[config.mk]
export PLATFORM = sky130hd
export DESIGN_NAME = det_arbiter_flat
export DESIGN_NICKNAME = d
export VERILOG_FILES = /design/src/rtl/det_arbiter_if.sv /design/src/rtl/det_arbiter.sv /design/src/flat_wrapper.sv
export SDC_FILE = /design/constraint.sdc
export NUM_CORES = 1
export LEC_CHECK = 0
export CORE_MARGIN = 1.5
export CORE_UTILIZATION = 52
export DETAILED_ROUTE_END_ITERATION = 8
export PLACE_DENSITY_LB_ADDON = 0.15
export SYNTH_ARGS = -nofsm -noshare
export SYNTH_HDL_FRONTEND = slang
export SYNTH_SLANG_ARGS = --single-unit
[constraint.sdc]
create_clock -name clk -period 2.9 [get_ports clk]
set_input_delay 0.87 -clock clk [delete_from_list [all_inputs] [get_ports clk]]
set_output_delay 0.87 -clock clk [all_outputs]
set_load 0.03 [all_outputs]
[src/rtl/det_arbiter_if.sv]
// Bundle between the requesters, the shared "101" detector and the det_arbiter scheduler.
// Handshake: req is a level sampled only while the arbiter is idle; bit_in[i] is consumed only in cycles where gnt[i]=1.
interface det_arbiter_if #(
  parameter int N_REQ = 4,
  parameter int HIT_W = 8,
  parameter int ID_W  = $clog2(N_REQ)
);
  logic [N_REQ-1:0] req;
  logic [N_REQ-1:0] bit_in;
  logic [N_REQ-1:0] gnt;
  logic             det_a;
  logic             det_b;
  logic             busy;
  logic             done;
  logic [ID_W-1:0]  done_id;
  logic [HIT_W-1:0] hit_cnt;
  logic [2:0]       dbg_state;

  modport master (
    output req, bit_in, det_b,
    input  gnt, det_a, busy, done, done_id, hit_cnt, dbg_state
  );

  modport slave (
    input  req, bit_in, det_b,
    output gnt, det_a, busy, done, done_id, hit_cnt, dbg_state
  );
endinterface

[src/rtl/det_arbiter.sv]
// Round-robin scheduler time-sharing one Moore "101" detector among N_REQ serial requesters.
// Each frame: FLUSH (2 zeros) -> STREAM (FRAME_LEN bits) -> DRAIN -> DONE (report hit count).
module det_arbiter #(
  parameter int N_REQ     = 4,
  parameter int FRAME_LEN = 16,
  parameter int HIT_W     = 8
) (
  input  logic          clk,
  input  logic          rst,
  det_arbiter_if.slave  bus
);
  localparam int ID_W  = $clog2(N_REQ);
  localparam int CNT_W = $clog2(FRAME_LEN);

  typedef enum logic [2:0] {
    S_IDLE   = 3'd0,
    S_FLUSH  = 3'd1,
    S_STREAM = 3'd2,
    S_DRAIN  = 3'd3,
    S_DONE   = 3'd4
  } state_t;

  state_t           r_state;
  state_t           w_next;
  logic [ID_W-1:0]  r_ptr;
  logic [ID_W-1:0]  r_win;
  logic [ID_W-1:0]  r_done_id;
  logic [ID_W-1:0]  w_pick;
  logic             w_any;
  logic [CNT_W-1:0] r_cnt;
  logic [HIT_W-1:0] r_hits;
  logic [HIT_W-1:0] r_hit_cnt;
  logic [HIT_W-1:0] w_hits_nxt;
  logic [N_REQ-1:0] w_gnt;
  logic             w_det_a;

  assign w_any = |bus.req;

  // Scan from lowest to highest priority so the last match left standing is the first requester at/after r_ptr.
  always_comb begin
    w_pick = r_ptr;
    for (int i = N_REQ - 1; i >= 0; i--) begin
      if (bus.req[r_ptr + ID_W'(i)]) w_pick = r_ptr + ID_W'(i);
    end
  end

  always_comb begin
    w_next = r_state;
    case (r_state)
      S_IDLE:   if (w_any) w_next = S_FLUSH;
      S_FLUSH:  if (r_cnt == CNT_W'(1)) w_next = S_STREAM;
      S_STREAM: if (r_cnt == CNT_W'(FRAME_LEN - 1)) w_next = S_DRAIN;
      S_DRAIN:  w_next = S_DONE;
      S_DONE:   w_next = S_IDLE;
      default:  w_next = S_IDLE;
    endcase
  end

  // Only the granted requester reaches the detector; everyone else is masked off.
  always_comb begin
    w_gnt   = '0;
    w_det_a = 1'b0;
    if (r_state == S_STREAM) begin
      w_gnt[r_win] = 1'b1;
      w_det_a      = bus.bit_in[r_win];
    end
  end

  always_comb begin
    w_hits_nxt = r_hits;
    if (bus.det_b && (r_hits != {HIT_W{1'b1}})) w_hits_nxt = r_hits + 1'b1;
  end

  always_ff @(posedge clk) begin
    if (rst) begin
      r_state   <= S_IDLE;
      r_cnt     <= '0;
      r_ptr     <= '0;
      r_win     <= '0;
      r_hits    <= '0;
      r_hit_cnt <= '0;
      r_done_id <= '0;
    end else begin
      r_state <= w_next;
      r_cnt   <= (w_next != r_state) ? '0 : r_cnt + 1'b1;
      case (r_state)
        S_IDLE:   if (w_any) r_win <= w_pick;
        S_FLUSH:  r_hits <= '0;
        S_STREAM: r_hits <= w_hits_nxt;
        S_DRAIN: begin
          r_hit_cnt <= w_hits_nxt;
          r_done_id <= r_win;
        end
        S_DONE:   r_ptr <= r_win + 1'b1;
        default:  ;
      endcase
    end
  end

  assign bus.gnt       = w_gnt;
  assign bus.det_a     = w_det_a;
  assign bus.busy      = (r_state != S_IDLE);
  assign bus.done      = (r_state == S_DONE);
  assign bus.done_id   = r_done_id;
  assign bus.hit_cnt   = r_hit_cnt;
  assign bus.dbg_state = r_state;
endmodule

[src/flat_wrapper.sv]
// flat-port wrapper written by rule: the top's interface ports become plain ports
module det_arbiter_flat 
#(
  parameter int N_REQ     = 4,
  parameter int FRAME_LEN = 16,
  parameter int HIT_W     = 8
)
  (clk, rst, bus_req, bus_bit_in, bus_det_b, bus_gnt, bus_det_a, bus_busy, bus_done, bus_done_id, bus_hit_cnt, bus_dbg_state);
  det_arbiter_if #(.N_REQ(N_REQ), .HIT_W(HIT_W)) bus_i ();
  input  logic clk;
  input  logic rst;
  input wire logic [$bits(bus_i.req)-1:0] bus_req;
  input wire logic [$bits(bus_i.bit_in)-1:0] bus_bit_in;
  input wire logic [$bits(bus_i.det_b)-1:0] bus_det_b;
  output wire logic [$bits(bus_i.gnt)-1:0] bus_gnt;
  output wire logic [$bits(bus_i.det_a)-1:0] bus_det_a;
  output wire logic [$bits(bus_i.busy)-1:0] bus_busy;
  output wire logic [$bits(bus_i.done)-1:0] bus_done;
  output wire logic [$bits(bus_i.done_id)-1:0] bus_done_id;
  output wire logic [$bits(bus_i.hit_cnt)-1:0] bus_hit_cnt;
  output wire logic [$bits(bus_i.dbg_state)-1:0] bus_dbg_state;
  assign bus_i.req = bus_req;
  assign bus_i.bit_in = bus_bit_in;
  assign bus_i.det_b = bus_det_b;
  assign bus_gnt = bus_i.gnt;
  assign bus_det_a = bus_i.det_a;
  assign bus_busy = bus_i.busy;
  assign bus_done = bus_i.done;
  assign bus_done_id = bus_i.done_id;
  assign bus_hit_cnt = bus_i.hit_cnt;
  assign bus_dbg_state = bus_i.dbg_state;
  det_arbiter #(.N_REQ(N_REQ), .FRAME_LEN(FRAME_LEN), .HIT_W(HIT_W)) u_core (.clk(clk), .rst(rst), .bus(bus_i));
endmodule
Yosys cells after proc, flatten, opt, wreduce, memory -nomap -nowiden:

Index checks and enable logic that the tools add are counted.
Widths: inputs -> output; s select.

* reductions and logical operators: 8
* add/sub/neg operators: 6
* muxes and demuxes: 24
* equality and inequality tests: 8
* order comparisons: 6

Operators with widths (count)
* $pmux 8 s2: 1
* $lt 2x3->1 const B: 5
* $pmux 3 s4: 1
* $bmux 1 s2: 5
* $mux 3: 3
* $add 8x1->8 const B: 1
* $mux 2: 4
* $mux 8: 1
* $ne 8x8->1 const B: 1
* $mux 1: 7
* $eq 3x2->1 const B: 2
* $add 2x1->2 const B: 2
* $add 2x2->2 const B: 2
* $add 4x1->4 const B: 1
* $eq 4x1->1 const B: 1
* $eq 4x4->1 const B: 1
* $mux 4: 1
* $reduce_or 4->1: 1
* $eq 3x1->1 const B: 1
* $eq 3x3->1 const B: 1
* $logic_not 3->1: 1
* $ne 3x3->1: 1
* $reduce_bool 3->1: 1
* $demux 1 s2: 1
* 5 further kinds: 6

* bits in registers: 29
* input bits: 11
* output and inout bits: 20
* word-level logic and storage cells: 59

Longest topological paths before layout:

* depth in word-level cells: 7
* depth in mapped cells: 6
* mapped depth without buffers: 6

Worst setup path before layout:

No wires, ideal clock.

* path type: input -> output
* from: input port bus_bit_in[3]
* to: output port bus_det_a
* stages on the path: 2
* required time: 2.030 ns
* arrival: 1.564 ns
* setup slack: 0.466 ns
* buffers on the path: 0
* cell sequence: mux4_2 > and2_1

* longest elaborated chain between the ends: 3

Ends and longest elaborated chain
* start: declaration: RTL line flat_wrapper.sv:13 `input wire logic [$bits(bus_i.bit_in)-1:0] bus_bit_in;`
* $bmux 1 s2: RTL line det_arbiter.sv:65 `w_det_a = bus.bit_in[r_win];`
* $mux 1 (not written as such): RTL line det_arbiter.sv:65
* $mux 1: RTL line det_arbiter.sv:63 `if (r_state == S_STREAM) begin`
* end: declaration: RTL line flat_wrapper.sv:16 `output wire logic [$bits(bus_i.det_a)-1:0] bus_det_a;`

Every way passes these cells. The select of a mux whose other input is x is not followed.

Worst setup path in the final report:

* from: input port bus_bit_in[2]
* to: output port bus_det_a

Same word-level chain as after synthesis.

==> impl_metrics.env <==
export IMPL_grt_pass1_vias=1505
export IMPL_finalCritPeriodShare_pct=99.43
export IMPL_gr_peak_layer="met2"
export IMPL_sequential_cell_area_um2=580.6
export IMPL_wire_length_of_the_first_global_routing_pass_um=6403
export IMPL_timing_max_cap_violations=0
export IMPL_finalInstanceArea_mm2=0.002008
export IMPL_most_common_layout_cells="dfxtp_1, clkdlybuf4s50_1, nand2_1"
export IMPL_worst_setup_hold_path_clk_slew_ns=0.09
export IMPL_worst_slew_pin_slew_ns=0.5201
export IMPL_post_synthesis_sequential_area_ratio_pct=36.11
export IMPL_slowest_stage="mux4_2"
export IMPL_slew_limit_headroom_pct=65.20
export IMPL_setup_violations_final=0
export IMPL_wire_per_inst_um=14.75
export IMPL_globalRouteOverflowTotal=0
export IMPL_dr_first_iter_drc_count=88
export IMPL_clock_period_minus_worst_slack_ns=2.883
export IMPL_dieArea_mm2=0.003435
export IMPL_clock_sinks=29
export IMPL_clock_tree_buffer_depth=2
export IMPL_io_pin_count=31
export IMPL_number_of_antenna_violations_at_the_first_check_in_global_routing=0
export IMPL_fin_util_pct=70.39
export IMPL_placement_rows=19
export IMPL_most_instantiated_flip_flop_cell_in_the_synthesis_netlist="dfxtp_1"
export IMPL_vdd_ir_drop_max_mv=0.3172
export IMPL_min_path_type="reg -> reg"
export IMPL_count_of_flip_flops_with_a_built_in_enable_after_synthesis=0
export IMPL_overall_fraction_of_global_route_tracks_in_use_pct=24.18
export IMPL_hpwl_um=2774
export IMPL_setup_worst_path_class="in -> out"
export IMPL_use_met3_pct=5.275
export IMPL_timing_critical_path_required_ns=2.03
export IMPL_clock_root_buffer="clkbuf_4"
export IMPL_finalWirelength_um=3717
export IMPL_drtAntennaViolNets=0
export IMPL_report_power_total_mw=0.8425
export IMPL_endpoint_kind="output port"
export IMPL_timing_max_transition_violations_final=0
export IMPL_path_cells="clkdlybuf4s50_1 > mux4_2 > and2_4 > buf_6"
export IMPL_chipHeight_um=58.61
export IMPL_critical_path_peak_fanout=1
export IMPL_slowest_delay_ns=0.45
export IMPL_met1_track_utilization_from_global_routing_pct=27.96
export IMPL_fin_worst_skew_ns=0.005350
export IMPL_synthesis_area_mm2=0.001608
export IMPL_placeableCoreArea_mm2=0.002853
export IMPL_grt_start_max_net_pins=16
export IMPL_number_of_antenna_diodes=0
export IMPL_insertion_delay_ns=0.33
export IMPL_yosysWarnings=0
export IMPL_status="finished, final reports clean"
export IMPL_syn_num_nets=205
export IMPL_rsz0062_at_grt="false"
export IMPL_numPortBuffers=30
export IMPL_met2_usage_pct=42.22
export IMPL_syn_mean_instance_area_um2=8.598
export IMPL_nNetsFinal=238
export IMPL_tritoncts_buffers=5
export IMPL_total_number_of_vias=1512
export IMPL_postCtsHoldBufs=0
export IMPL_worstPathArrival_ns=2.01
export IMPL_final_replace_weighted_congestion=0.8458
export IMPL_leakage_nw=0.7194
export IMPL_timing_hold_violations_final=0
export IMPL_cts_tree="done"
export IMPL_avgViaCountPerCell=6.000
export IMPL_async_flop_share_pct=0
export IMPL_multiInputGateArea_um2=950.9
export IMPL_crit_path_start_kind="input port"
export IMPL_start_util_pct=56.36
export IMPL_remaining_drc_errors=0
export IMPL_most_common_cell_after_layout_fill_and_taps_aside="dfxtp_1"
export IMPL_postPlaceCellArea_mm2=0.001933
export IMPL_netlist_cell_type_count=50
export IMPL_drive_above_1_share_pct=14.03
export IMPL_maxClockFrequency_mhz=346.8
export IMPL_cts_htree_levels=2
export IMPL_area_growth_pct=24.90
export IMPL_post_synth_inst_count=187
export IMPL_power_density_mw_per_mm2=419.6
export IMPL_synth_ff_latch_count=29
export IMPL_die_width_um=58.61
export IMPL_fillers=227
export IMPL_firstDrtPassIters=4
## worst max-delay path: cells and delay by family
family                 cells  cell delay [ns]
AND/OR/NAND/NOR            1             0.17
multiplexers               1             0.45
buffers and inverters      2             0.52
## where the power goes
part / total [mW] / internal, mW / leakage [nW] / switching, mW
logic: 0.129 / 0.0559 / 0.444 / 0.0729
clock network: 0.290 / 0.140 / 0.0413 / 0.149
registers: 0.424 / 0.408 / 0.235 / 0.0163
## cell families after synthesis
group | count (synthesis) | share of synthesized area (%)
and+or+nand+nor | 75 | 25.84
AOI/OAI and AO/OA | 46 | 20.39
DFF | 29 | 36.11
buffers and inverters | 19 | 4.903
adders and majority gates | 7 | 5.447
muxes | 6 | 4.591
xor gates and xnor gates | 5 | 2.724
## area by class of cell
cell class,count,share of cell area [%]
Timing Repair Buffer,35,16.45
Tap cell,31,1.931
Clock buffer,7,3.240
Clock inverter,1,0.2492
Multi-Input combinational cell,139,47.35
Sequential cell,29,28.91
Inverter,10,1.869
## registers in the layout, indices dropped and copies added (netlist names)
| name | count |
|---|---|
| u_core.r_hits | 8 |
| u_core.bus.dbg_state | 3 |
| u_core.r_ptr | 2 |
| u_core.bus.hit_cnt | 8 |
| u_core.r_win | 2 |
| u_core.bus.done_id | 2 |
| u_core.r_cnt | 4 |
## what timing repair did
action	4_1_cts	5_1_grt
buffers inserted	0	0
endpoints found under the setup margin	1	1
gates resized for setup	9	1
## per-layer routing
metal | routed length, um | vias up
met2 | 1896 | 32
met3 | 132 | 9
met5 | 0 | -
li1 | - | 748
met1 | 1618 | 723
met4 | 70 | 0
## path summary, 6_finish.rpt
path,to,slack (ns),from,cells past startpoint
min,u_core.bus.done_id[0],0.47,u_core.bus.done_id[0],2
max,bus_det_a,0.02,bus_bit_in[2],4
max reg2reg,u_core.r_hits[6],1.12,u_core.r_hits[0],5
min reg2reg,u_core.bus.done_id[0],0.47,u_core.bus.done_id[0],2
## synthesized netlist by cell type, types with 2 or more instances
master     n  share of area (%)
dfxtp_1   29                 36
clkbuf_1   2               0.47
a211o_1    2                1.1
nor2_1    15                3.5
and2_1     6                2.3
xor2_1     2                1.1
nand3_1    4                1.2
a221oi_1   2                1.1
o211ai_1   4                1.9
or4_1      2               0.93
nand3b_1   2               0.93
buf_2      6                1.9
o31ai_1    2               0.93
a21oi_1   14                4.4
inv_1     10                2.3
nand2_1   21                4.9
mux2i_1    4                2.5
a31oi_1    3                1.2
xnor2_1    3                1.6
nor3b_1    2               0.93
a211oi_1   7                3.3
o21ai_0    2               0.62
nor3_1     3               0.93
ha_1       7                5.4
nand2b_1   3                1.2
nor3b_2    2                1.6
nand4_1    5                1.9
## through the flow
stage / instances / hold slack, ns / setup WS, ns / TNS [ns]
finish: 252 / 0.4654 / 0.01659 / 0
global route: 252 / 0.4822 / 0.006675 / 0
floorplan: 187 / 0.4334 / 0.4655 / 0
detailed placement: 244 / 0.4523 / -0.4643 / -0.4643
global placement: 244 / 0.4470 / -0.4236 / -0.4236
CTS: 252 / 0.4662 / 0.007123 / 0
Power figures use the tool's default switching activity.
